===== config.mk =====
export PLATFORM = sky130hd
export DESIGN_NAME = gcd_seq_flat
export DESIGN_NICKNAME = d
export VERILOG_FILES = /design/src/rtl/gcd_pkg.sv /design/src/rtl/gcd_seq_if.sv /design/src/rtl/gcd_diff_path.sv /design/src/rtl/gcd_seq.sv /design/src/flat_wrapper.sv
export SDC_FILE = /design/constraint.sdc
export NUM_CORES = 1
export LEC_CHECK = 0
export ABC_AREA = 1
export CAP_MARGIN = 5
export CORE_MARGIN = 4
export CORE_UTILIZATION = 42
export DETAILED_ROUTE_END_ITERATION = 16
export GPL_TIMING_DRIVEN = 1
export PLACE_DENSITY_LB_ADDON = 0.08
export SLEW_MARGIN = 10
export SYNTH_ARGS = -nofsm -noshare
export SYNTH_HDL_FRONTEND = slang
export SYNTH_SLANG_ARGS = --single-unit

===== constraint.sdc =====
create_clock -name clk -period 10.9 [get_ports clk]
set_clock_uncertainty 0.2 [all_clocks]
set_input_delay 2.18 -clock clk [delete_from_list [all_inputs] [get_ports clk]]
set_output_delay 2.18 -clock clk [all_outputs]
set_load 0.005 [all_outputs]

===== src/rtl/gcd_pkg.sv =====
// Shared definitions for the GCD sequencer: state encoding and default sizing.
package gcd_pkg;

   localparam int GCD_WIDTH    = 32;
   localparam int GCD_MAX_ITER = 1024;
   localparam int GCD_CNT_W    = 32;

   typedef enum logic [1:0] {
      S_IDLE = 2'd0,
      S_RUN  = 2'd1,
      S_DONE = 2'd2
   } gcd_state_t;

endpackage


===== src/rtl/gcd_seq_if.sv =====
// Core <-> GCD coprocessor handshake: start/operands in, status/result out.
interface gcd_seq_if #(
   parameter int WIDTH = 32,
   parameter int CNT_W = 32
);
   logic             start;
   logic [WIDTH-1:0] a_in;
   logic [WIDTH-1:0] b_in;
   logic             busy;
   logic             done;
   logic             err;
   logic [WIDTH-1:0] result;
   logic [CNT_W-1:0] iter_count;

   // Core side: issues requests, observes status.
   modport master (
      output start, a_in, b_in,
      input  busy, done, err, result, iter_count
   );

   // Coprocessor side.
   modport slave (
      input  start, a_in, b_in,
      output busy, done, err, result, iter_count
   );
endinterface


===== src/rtl/gcd_diff_path.sv =====
// Shared difference datapath: unsigned compare, (larger, smaller) operand
// mux and the single subtractor. Purely combinational.
module gcd_diff_path #(
   parameter int WIDTH = 32
) (
   input  logic [WIDTH-1:0] x,
   input  logic [WIDTH-1:0] y,
   output logic             gt,
   output logic             eq,
   output logic             x_zero,
   output logic             y_zero,
   output logic [WIDTH-1:0] diff
);
   logic [WIDTH-1:0] larger;
   logic [WIDTH-1:0] smaller;

   assign gt     = (x > y);
   assign eq     = (x == y);
   assign x_zero = (x == '0);
   assign y_zero = (y == '0);

   // Steering the larger operand to the minuend keeps diff non-negative.
   assign larger  = gt ? x : y;
   assign smaller = gt ? y : x;
   assign diff    = larger - smaller;
endmodule


===== src/rtl/gcd_seq.sv =====
// GCD coprocessor: repeated-subtraction sequencer with step counter and
// timeout so pathological operands cannot stall the core indefinitely.
module gcd_seq
   import gcd_pkg::*;
#(
   parameter int WIDTH    = GCD_WIDTH,
   parameter int MAX_ITER = GCD_MAX_ITER,
   parameter int CNT_W    = GCD_CNT_W
) (
   input  logic      clk,
   input  logic      rst,
   gcd_seq_if.slave  bus
);
   gcd_state_t       state;
   logic [WIDTH-1:0] x;
   logic [WIDTH-1:0] y;
   logic [WIDTH-1:0] result_q;
   logic [CNT_W-1:0] iter_q;
   logic             busy_q;
   logic             done_q;
   logic             err_q;

   logic             gt;
   logic             eq;
   logic             x_zero;
   logic             y_zero;
   logic [WIDTH-1:0] diff;

   gcd_diff_path #(.WIDTH(WIDTH)) u_diff (
      .x      (x),
      .y      (y),
      .gt     (gt),
      .eq     (eq),
      .x_zero (x_zero),
      .y_zero (y_zero),
      .diff   (diff)
   );

   // Sequencer FSM with registered status/result outputs.
   always_ff @(posedge clk or posedge rst) begin
      if (rst) begin
         state    <= S_IDLE;
         x        <= '0;
         y        <= '0;
         result_q <= '0;
         iter_q   <= '0;
         busy_q   <= 1'b0;
         done_q   <= 1'b0;
         err_q    <= 1'b0;
      end else begin
         done_q <= 1'b0;
         case (state)
            S_IDLE: begin
               if (bus.start) begin
                  x      <= bus.a_in;
                  y      <= bus.b_in;
                  iter_q <= '0;
                  err_q  <= 1'b0;
                  busy_q <= 1'b1;
                  state  <= S_RUN;
               end
            end
            S_RUN: begin
               if (eq || x_zero || y_zero) begin
                  result_q <= x_zero ? y : x;
                  busy_q   <= 1'b0;
                  done_q   <= 1'b1;
                  state    <= S_DONE;
               end else if (iter_q == CNT_W'(MAX_ITER)) begin
                  // Step budget exhausted: flag it and return no result.
                  err_q    <= 1'b1;
                  result_q <= '0;
                  busy_q   <= 1'b0;
                  done_q   <= 1'b1;
                  state    <= S_DONE;
               end else begin
                  if (gt) x <= diff;
                  else    y <= diff;
                  iter_q <= iter_q + CNT_W'(1);
               end
            end
            S_DONE: begin
               state <= S_IDLE;
            end
            default: begin
               busy_q <= 1'b0;
               state  <= S_IDLE;
            end
         endcase
      end
   end

   assign bus.busy       = busy_q;
   assign bus.done       = done_q;
   assign bus.err        = err_q;
   assign bus.result     = result_q;
   assign bus.iter_count = iter_q;
endmodule

===== src/flat_wrapper.sv =====
// flat-port wrapper written by rule: the top's interface ports become plain ports
module gcd_seq_flat import gcd_pkg::*;
#(
   parameter int WIDTH    = GCD_WIDTH,
   parameter int MAX_ITER = GCD_MAX_ITER,
   parameter int CNT_W    = GCD_CNT_W
)
  (clk, rst, bus_start, bus_a_in, bus_b_in, bus_busy, bus_done, bus_err, bus_result, bus_iter_count);
  gcd_seq_if #(.WIDTH(WIDTH), .CNT_W(CNT_W)) bus_i ();
  input  logic clk;
  input  logic rst;
  input wire logic [$bits(bus_i.start)-1:0] bus_start;
  input wire logic [$bits(bus_i.a_in)-1:0] bus_a_in;
  input wire logic [$bits(bus_i.b_in)-1:0] bus_b_in;
  output wire logic [$bits(bus_i.busy)-1:0] bus_busy;
  output wire logic [$bits(bus_i.done)-1:0] bus_done;
  output wire logic [$bits(bus_i.err)-1:0] bus_err;
  output wire logic [$bits(bus_i.result)-1:0] bus_result;
  output wire logic [$bits(bus_i.iter_count)-1:0] bus_iter_count;
  assign bus_i.start = bus_start;
  assign bus_i.a_in = bus_a_in;
  assign bus_i.b_in = bus_b_in;
  assign bus_busy = bus_i.busy;
  assign bus_done = bus_i.done;
  assign bus_err = bus_i.err;
  assign bus_result = bus_i.result;
  assign bus_iter_count = bus_i.iter_count;
  gcd_seq #(.WIDTH(WIDTH), .MAX_ITER(MAX_ITER), .CNT_W(CNT_W)) u_core (.clk(clk), .rst(rst), .bus(bus_i));
endmodule

* Yosys cells after proc, flatten, opt, wreduce, memory -nomap -nowiden *
Cells that the tools add are included.

word-level totals
  register bits = 133
  bits in latches = 0
  memory bits (writable) = 0
  ROM bits = 0
  bits of input ports = 67
  output and inout port bits = 67
  word-level logic and storage cells = 71
  memories kept = 0

cells by class
  add/subtract/negate cells = 2
  multiply operators = 0
  div/mod/pow operators = 0
  order comparisons = 1
  equality and inequality tests = 11
  shift-type cells = 0
  multiplexer cells = 34
  bitwise operators = 1
  reduce and logical (&&, ||, !) cells = 14

operators by type and width
  cell                   number
  $mux 32                16
  $pmux 32 s2            3
  $logic_not 32->1       2
  $add 32x1->32 const B  1
  $eq 32x11->1 const B   1
  $eq 32x32->1           1
  $gt 32x32->1           1
  $sub 32x32->32         1
  $ne 2x2->1 const B     5
  $reduce_and 5->1       2
  $mux 1                 9
  $reduce_and 4->1       2
  $mux 2                 3
  $pmux 2 s2             1
  $reduce_and 2->1       2
  $reduce_bool 2->1      2
  $ne 3x1->1 const B     1
  $pmux 1 s3             1
  $reduce_and 3->1       1
  $eq 2x1->1 const B     1
  $eq 2x2->1 const B     1
  $logic_not 2->1        1
  $logic_or 1x1->1       2
  $ne 2x1->1 const B     1
  other kinds (2)        2

* Depth between registers and ports, before layout *
Gate-level depths: netlist of the first run.

  depth in word-level cells = 7
  depth in mapped cells = 27
  mapped depth without buffers = 27

* Hierarchy *
From an unflattened synthesis of the first run, not the netlist that was laid out.

second synthesis, totals
  cells, all modules = 1871
  area, all modules = 11277.1 um^2

by module, submodules not included
  module         times used  cells an instance  area an instance (um^2)  seq. area each (um^2)
  gcd_seq        1           1071               7430.9                   3328.2
  gcd_diff_path  1           800                3846.2                   0.0

* Worst setup path after synthesis of the first run *
Ideal clock, no wire load.

  path type = input to register
  start point = input bus_start
  end point = register u_core.iter_q[31] (netlist: u_core.bus.iter_count[31])
  library setup time = 123 ps
  data arrival time = 3187 ps
  data required time = 10577 ps
  setup slack = 7390 ps
  cell stages on the path = 8
  buffers on the path = 0
  cells stage by stage = nand2_1 -> nand2_1 -> nand2_1 -> nor2_1 -> nand3_1 -> nor3_1 -> nor3b_1 -> nor2_1

on the way
  word-level cells in the longest chain between the ends = 2

ends and longest elaborated chain
  what                               line                RTL
  start, declared                    flat_wrapper.sv:12  input wire logic [$bits(bus_i.start)-1:0] bus_start;
  $ne 2x2->1 (no source line)        n/a
  $reduce_and 4->1 (no source line)  n/a
  end signal, assigned               gcd_seq.sv:79       iter_q <= iter_q + CNT_W'(1);
  end, declared                      gcd_seq.sv:18       logic [CNT_W-1:0] iter_q;

Every way passes these cells.
A chain may end at the register's enable or synchronous reset.

* Final worst setup path of the first run *
  start point = input bus_start
  end point = register u_core.y[29]

on the way
  word-level cells in the longest chain between the ends = 2

ends and longest elaborated chain
  what                               line           RTL
  $ne 2x2->1 (no source line)        n/a
  $reduce_and 5->1 (no source line)  n/a
  end signal, assigned               gcd_seq.sv:56  y <= bus.b_in;
  end signal, assigned               gcd_seq.sv:78  else y <= diff;
  end, declared                      gcd_seq.sv:16  logic [WIDTH-1:0] y;

Every way passes these cells.

==> flow_metrics.tcl, run 1 <==
set metrics [dict create \
    status "finished, final reports clean" \
    r2r_end "u_core.y[29]" \
    clock-sinks 133 \
    final_cells 1950 \
    use_met1_pct 35.0 \
    p_leak_nw 5.88 \
    async_flop_share_pct 100 \
    syn_area_per_cell_sq_um 6.51 \
    portBuffers 133 \
    dpl.cell_count 1919 \
    cts_hold_buffers 0 \
    dp_hpwl_mm 23.2 \
    row_count 55 \
    hold_end "u_core.bus.result[31]" \
    gr-usage-met3_pct 4.16 \
    overflow 0 \
    die_h_um 161 \
    grt_util_all_layers_pct 24.7 \
    die_area_sq_um 25900 \
    antenna_found_initial 0 \
    grt_most_used_layer "met2" \
    max_freq_ghz 0.177 \
    wl_per_cell_um 16.1 \
    required_ns 11.01 \
    area_delta_synth_final_pct 22.1 \
    post-route-min-period_ns 5.66 \
    antenna_left 0 \
    syn_inst 1509 \
    wl_mm 31.5 \
    layout-drive-gt1-share_pct 6.17 \
    grt_pass1_wl_mm 51.7 \
    insertion_delay_ns 0.44 \
    start_util_pct 43.0 \
    worstMarginPinSlew_ns 1.11 \
    cts_tree "yes" \
    drt_iter0_markers 652 \
    num_antenna_cells 0 \
    drc 0 \
    grt_pass1_vias 9785 \
    gp_congestion 0.953 \
    finalWorstSetupSlack_ns 5.24 \
    cts_max_level 4 \
    pwr-share-clk_pct 53.1 \
    ys_seq_elements 133 \
    io_pins 134 \
    r2r-start "u_core.y[7]" \
    utilization_pct 52.5 \
    clk_pin_slew_ns 0.06 \
    seqPwrFrac_pct 43.7 \
    synth-edff-count 0 \
    relSlewSlack_pct 25.9 \
    rsz0062_at_grt "false" \
    crit_path_max_fanout 48 \
    hold_viol_final 0 \
    nFillCells 2359 \
    placed_area_sq_um 11400 \
    cts_root_buffer "clkbuf_16" \
    slew_violations 0 \
    cts_resized 0 \
    synth.net_count 1611 \
    coreArea_sq_um 22800 \
    worstSetupPathType "input port to flop" \
    min_period_over_period_pct 51.9 \
    yosysSeqAreaShare_pct 33.9 \
    die_w_um 161 \
    cts_buffers 17 \
    power_switching_mw 0.270 \
    final_area_sq_um 12000 \
    p_comb_share_pct 3.2 \
    r2r_slack_ns 5.93 \
    min_path_cells 2 \
    cts_setup_buffers 0 \
    yosysUniqueCellTypes 41 \
    hp-class "flop to flop" \
    peakVddDrop_v 0.0000938 \
    sw_frac_of_total_pct 23.9 \
    synthFlopType "dfrtp_1" \
    grt_max_degree 79 \
    clock_path_buffers 2 \
    internal-power_mw 0.858 \
    viasPerCell 5.17 \
    powerDensity_nw_per_um2 94.1 \
    preCtsSetupSlack_ns 4.79 \
    start_kind "input port" \
    critPathCaptureType "flop" \
    syn_area_sq_um 9830 \
    cp_data_arrival_time_ns 5.77 \
    nets 1727 \
    fin_setup_tns_ns 0 \
    yosysWarnings 0 \
    use_met2_pct 39.9 \
    drtPass1Iterations 5 \
    min-delay-start "u_core.bus.result[31]" \
    finalSetupViolations 0 \
    maxCapViolCount 0 \
    reg2reg_depth 13 \
    vias 10100 \
]
-- per-layer routing --
metal	up-vias	part of all wire, %
li1	5139	-
met1	4643	47
met3	33	5.5
met5	-	0
met2	257	46
met4	0	1.2
-- state kept, by name, indices dropped and copies added, names as in the netlist --
signal	count
u_core.y	32
u_core.bus.iter_count	32
u_core.x	32
u_core.state	2
u_core.bus.busy	1
u_core.bus.err	1
u_core.bus.done	1
u_core.bus.result	32
-- power by group through the flow --
stage / logic (mW) / registers [mW] / clock network [mW]
CTS: 0.0370 / 0.493 / 0.614
global route: 0.0394 / 0.493 / 0.635
detailed placement: 0.0369 / 0.503 / 0
floorplan: 0.00742 / 0.503 / 0
global placement: 0.0377 / 0.503 / 0
finish: 0.0359 / 0.493 / 0.599
-- cells in the final DEF (no fill, tap or decap), types with 18 or more instances in the layout --
master           instances
nor4_1                  19
inv_1                  217
nand4_1                 21
o21ai_0                 93
nand3_1                 90
dfrtp_1                133
nand2_2                 18
clkdlybuf4s50_1        133
a21oi_1                147
a22oi_1                 31
nor3_1                  28
nor2_1                 125
nand2_1                424
ha_1                    35
-- metrics by stage --
stage | power [mW] | hold slack (ns)
after floorplan | 0.510 | 0.264
after global placement | 0.540 | 0.265
after detailed placement | 0.540 | 0.270
after CTS | 1.14 | 0.283
after global routing | 1.17 | 0.301
final | 1.13 | 0.277
-- cell usage after synthesis (2+ instances only) --
library cell,instances,area (sq um)
o21a_1,4,30.0
nor2_4,3,33.8
inv_1,218,818
buf_1,3,11.3
a22oi_1,31,233
nand3b_1,4,30.0
a21o_1,3,22.5
o21ai_0,93,465
buf_6,3,33.8
or2_2,2,12.5
a31oi_1,6,37.5
o21ai_2,3,26.3
nor3b_1,2,15.0
nand3_1,90,450
a21oi_1,148,741
nand4_1,21,131
ha_1,35,438
nand3_2,9,90.1
clkinv_1,6,22.5
a211oi_1,2,15.0
nand2_2,17,106
xor2_1,2,17.5
a21oi_2,5,43.8
o21ai_1,7,35.0
nor4_1,19,119
dfrtp_1,133,3330
buf_2,13,65.1
nor2_2,3,18.8
nor2_1,127,477
clkbuf_1,23,86.3
nand2_1,425,1600
inv_2,13,48.8
nor3_1,28,140
-- critical path: stages --
cell and delay, ns:
clkdlybuf4s50_1 0.42, nand2_1 0.50, nand2_1 0.48, nand2_2 0.96
clkinv_1 0.86, nor2_1 0.30, a21oi_1 0.06
-- final cells by class --
cell class,instances,area (sq um),share of cell area [%]
Timing Repair Buffer,141,1390,11.6
Sequential cell,133,3330,27.7
Multi-Input combinational cell,1095,5400,45.0
Tap cell,313,392,3.26
Clock buffer,17,425,3.55
Clock inverter,14,166,1.39
Inverter,237,895,7.46
-- worst max-delay path by stage --
stage / from / to
2_1_floorplan: rst / u_core.bus.busy
3_3_place_gp: bus_start / u_core.y[0]
3_5_place_dp: bus_start / u_core.y[0]
4_1_cts: bus_start / u_core.y[27]
5_1_grt: bus_start / u_core.y[0]
6_report: bus_start / u_core.y[29]
-- logic make-up after synthesis --
| group | Yosys count | share of synthesized area (%) |
|---|---|---|
| AOI/OAI and AO/OA | 306 | 17.3 |
| and+or+nand+nor | 752 | 32.9 |
| buffers and inverters | 281 | 11.3 |
| DFF | 133 | 33.9 |
| adders and majority gates | 35 | 4.46 |
| xor gates and xnor gates | 2 | 0.178 |
Note: power is estimated with default switching activity, not from simulation.
==> run 2, diff against run 1 <==
- clock period: 10.9 -> 5.8 ns (I/O delays scaled with it)
==> flow_metrics.tcl, run 2 (synthesized netlist as in run 1, its figures left out) <==
set metrics [dict create \
    peakVddDrop_v 0.000131 \
    drt_iter0_markers 668 \
    relSlewSlack_pct 36.8 \
    cts_root_buffer "clkbuf_16" \
    crit_path_max_fanout 45 \
    die_w_um 161 \
    cts_max_level 4 \
    cts_resized 0 \
    clock_path_buffers 2 \
    grt_pass1_wl_mm 52.6 \
    fin_setup_tns_ns 0 \
    gp_congestion 0.947 \
    worst_path_max_delay_cell "inv_2" \
    overflow 0 \
    status "finished, final reports clean" \
    cts_hold_buffers 0 \
    maxCapViolCount 0 \
    row_count 55 \
    path_cells "inv_1 -> ha_1 -> nand2_1 -> nor2_1 -> nand4_1 -> nor2_4 -> inv_2 -> nand4_1 -> nand2_1 -> inv_1 -> a21oi_2 -> buf_4 -> inv_2 -> a21oi_1 -> a22oi_1" \
    cp_data_arrival_time_ns 4.53 \
    portBuffers 133 \
    layout-drive-gt1-share_pct 6.46 \
    die_area_sq_um 25900 \
    io_pins 134 \
    start_kind "flop" \
    wl_mm 32.1 \
    grt_pass1_vias 9928 \
    num_antenna_cells 0 \
    die_h_um 161 \
    slowest_delay_ns 0.72 \
    max_freq_ghz 0.228 \
    final_common_cell "nand2_1" \
    powerDensity_nw_per_um2 175 \
    wl_per_cell_um 16.4 \
    dp_hpwl_mm 23.9 \
    drc 0 \
    whs_ns 0.274 \
    slew_violations 0 \
    post-route-min-period_ns 4.39 \
    cts_setup_buffers 0 \
    critPathCaptureType "flop" \
    finalSetupViolations 0 \
    p_leak_nw 5.91 \
    cts_buffers 17 \
    grt_max_degree 62 \
    worstSetupPathType "flop to flop" \
    total_power_mw 2.10 \
    worstMarginPinSlew_ns 0.946 \
    viasPerCell 5.18 \
    grt_util_all_layers_pct 25.0 \
    hold_viol_final 0 \
    coreArea_sq_um 22800 \
    antenna_left 0 \
    drtPass1Iterations 5 \
    rsz0062_at_grt "false" \
    start_util_pct 43.0 \
    min_period_over_period_pct 75.6 \
    insertion_delay_ns 0.43 \
    required_ns 5.94 \
    cts_tree "yes" \
    clk_pin_slew_ns 0.07 \
    antenna_found_initial 0 \
    nets 1731 \
    area_delta_synth_final_pct 22.5 \
    hp-class "flop to flop" \
    layout_common_cells "424 x nand2_1, 217 x inv_1, 147 x a21oi_1" \
    clock-sinks 133 \
    vias 10100 \
]
## run 2: cell count changes in the layout (fill, tap and decap cells not counted)
| cell | change |
|---|---|
| buf_12 | +1 |
| clkinv_2 | +1 |
| inv_6 | +1 |
| buf_4 | +3 |
| clkinv_4 | +2 |
| clkinvlp_4 | -2 |
| inv_8 | +1 |
| inv_2 | -1 |
| bufinv_16 | -1 |
## run 2: final timing paths
| path | startpoint | endpoint | slack, ns | cells past startpoint |
|---|---|---|---|---|
| worst max-delay path | u_core.y[7] | u_core.x[5] | 1.41 | 15 |
| worst min-delay path | u_core.bus.result[31] | u_core.bus.result[31] | 0.27 | 2 |
| worst max register to register | u_core.y[7] | u_core.x[5] | 1.41 | 15 |
| worst min register to register | u_core.bus.result[31] | u_core.bus.result[31] | 0.27 | 2 |
| max in group asynchronous | rst | u_core.x[9] | 3.45 | 3 |
| min in group asynchronous | rst | u_core.y[22] | 0.94 | 2 |
## run 2: power breakdown
group | internal, mW | leakage [nW] | switching (mW)
Sequential | 0.927 | 1.61 | 0
Combinational | 0.0401 | 4.01 | 0.0275
Clock | 0.612 | 0.291 | 0.499
Total | 1.58 | 5.91 | 0.526
## run 2: layout make-up
cell class,count,area (sq um)
Tap cell,313,392
Fill cell,2376,10800
Inverter,237,896
Clock inverter,15,159
Timing Repair Buffer,145,1430
Multi-Input combinational cell,1095,5400
Clock buffer,17,425
Sequential cell,133,3330
## run 2: metrics by stage
stage	std cells	setup WS [ns]	area [sq um]	util [%]
finish	1955	1.41	12000	52.7
global route	1955	0.984	12000	52.7
CTS	1955	1.46	12000	52.7
detailed placement	1923	1.49	11500	50.1
global placement	1923	1.63	11500	50.1
floorplan	1509	0.886	9830	-
## run 2: layer usage
metal | share of wire [%] | global-route usage (%)
met1 | 48 | 36.2
met2 | 45 | 40.2
met3 | 5.2 | 3.52
met4 | 1.2 | 4.89
met5 | 0 | 0
## run 2: critical path, delay by kind of cell (launching register included)
family                   cells  cell delay, ns
buffers and inverters        5            1.57
AND/OR/NAND/NOR              6            1.38
AO/OA/AOI/OAI                3            0.37
flip-flops                   1            0.36
adder cells (fa/ha/maj)      1            0.38
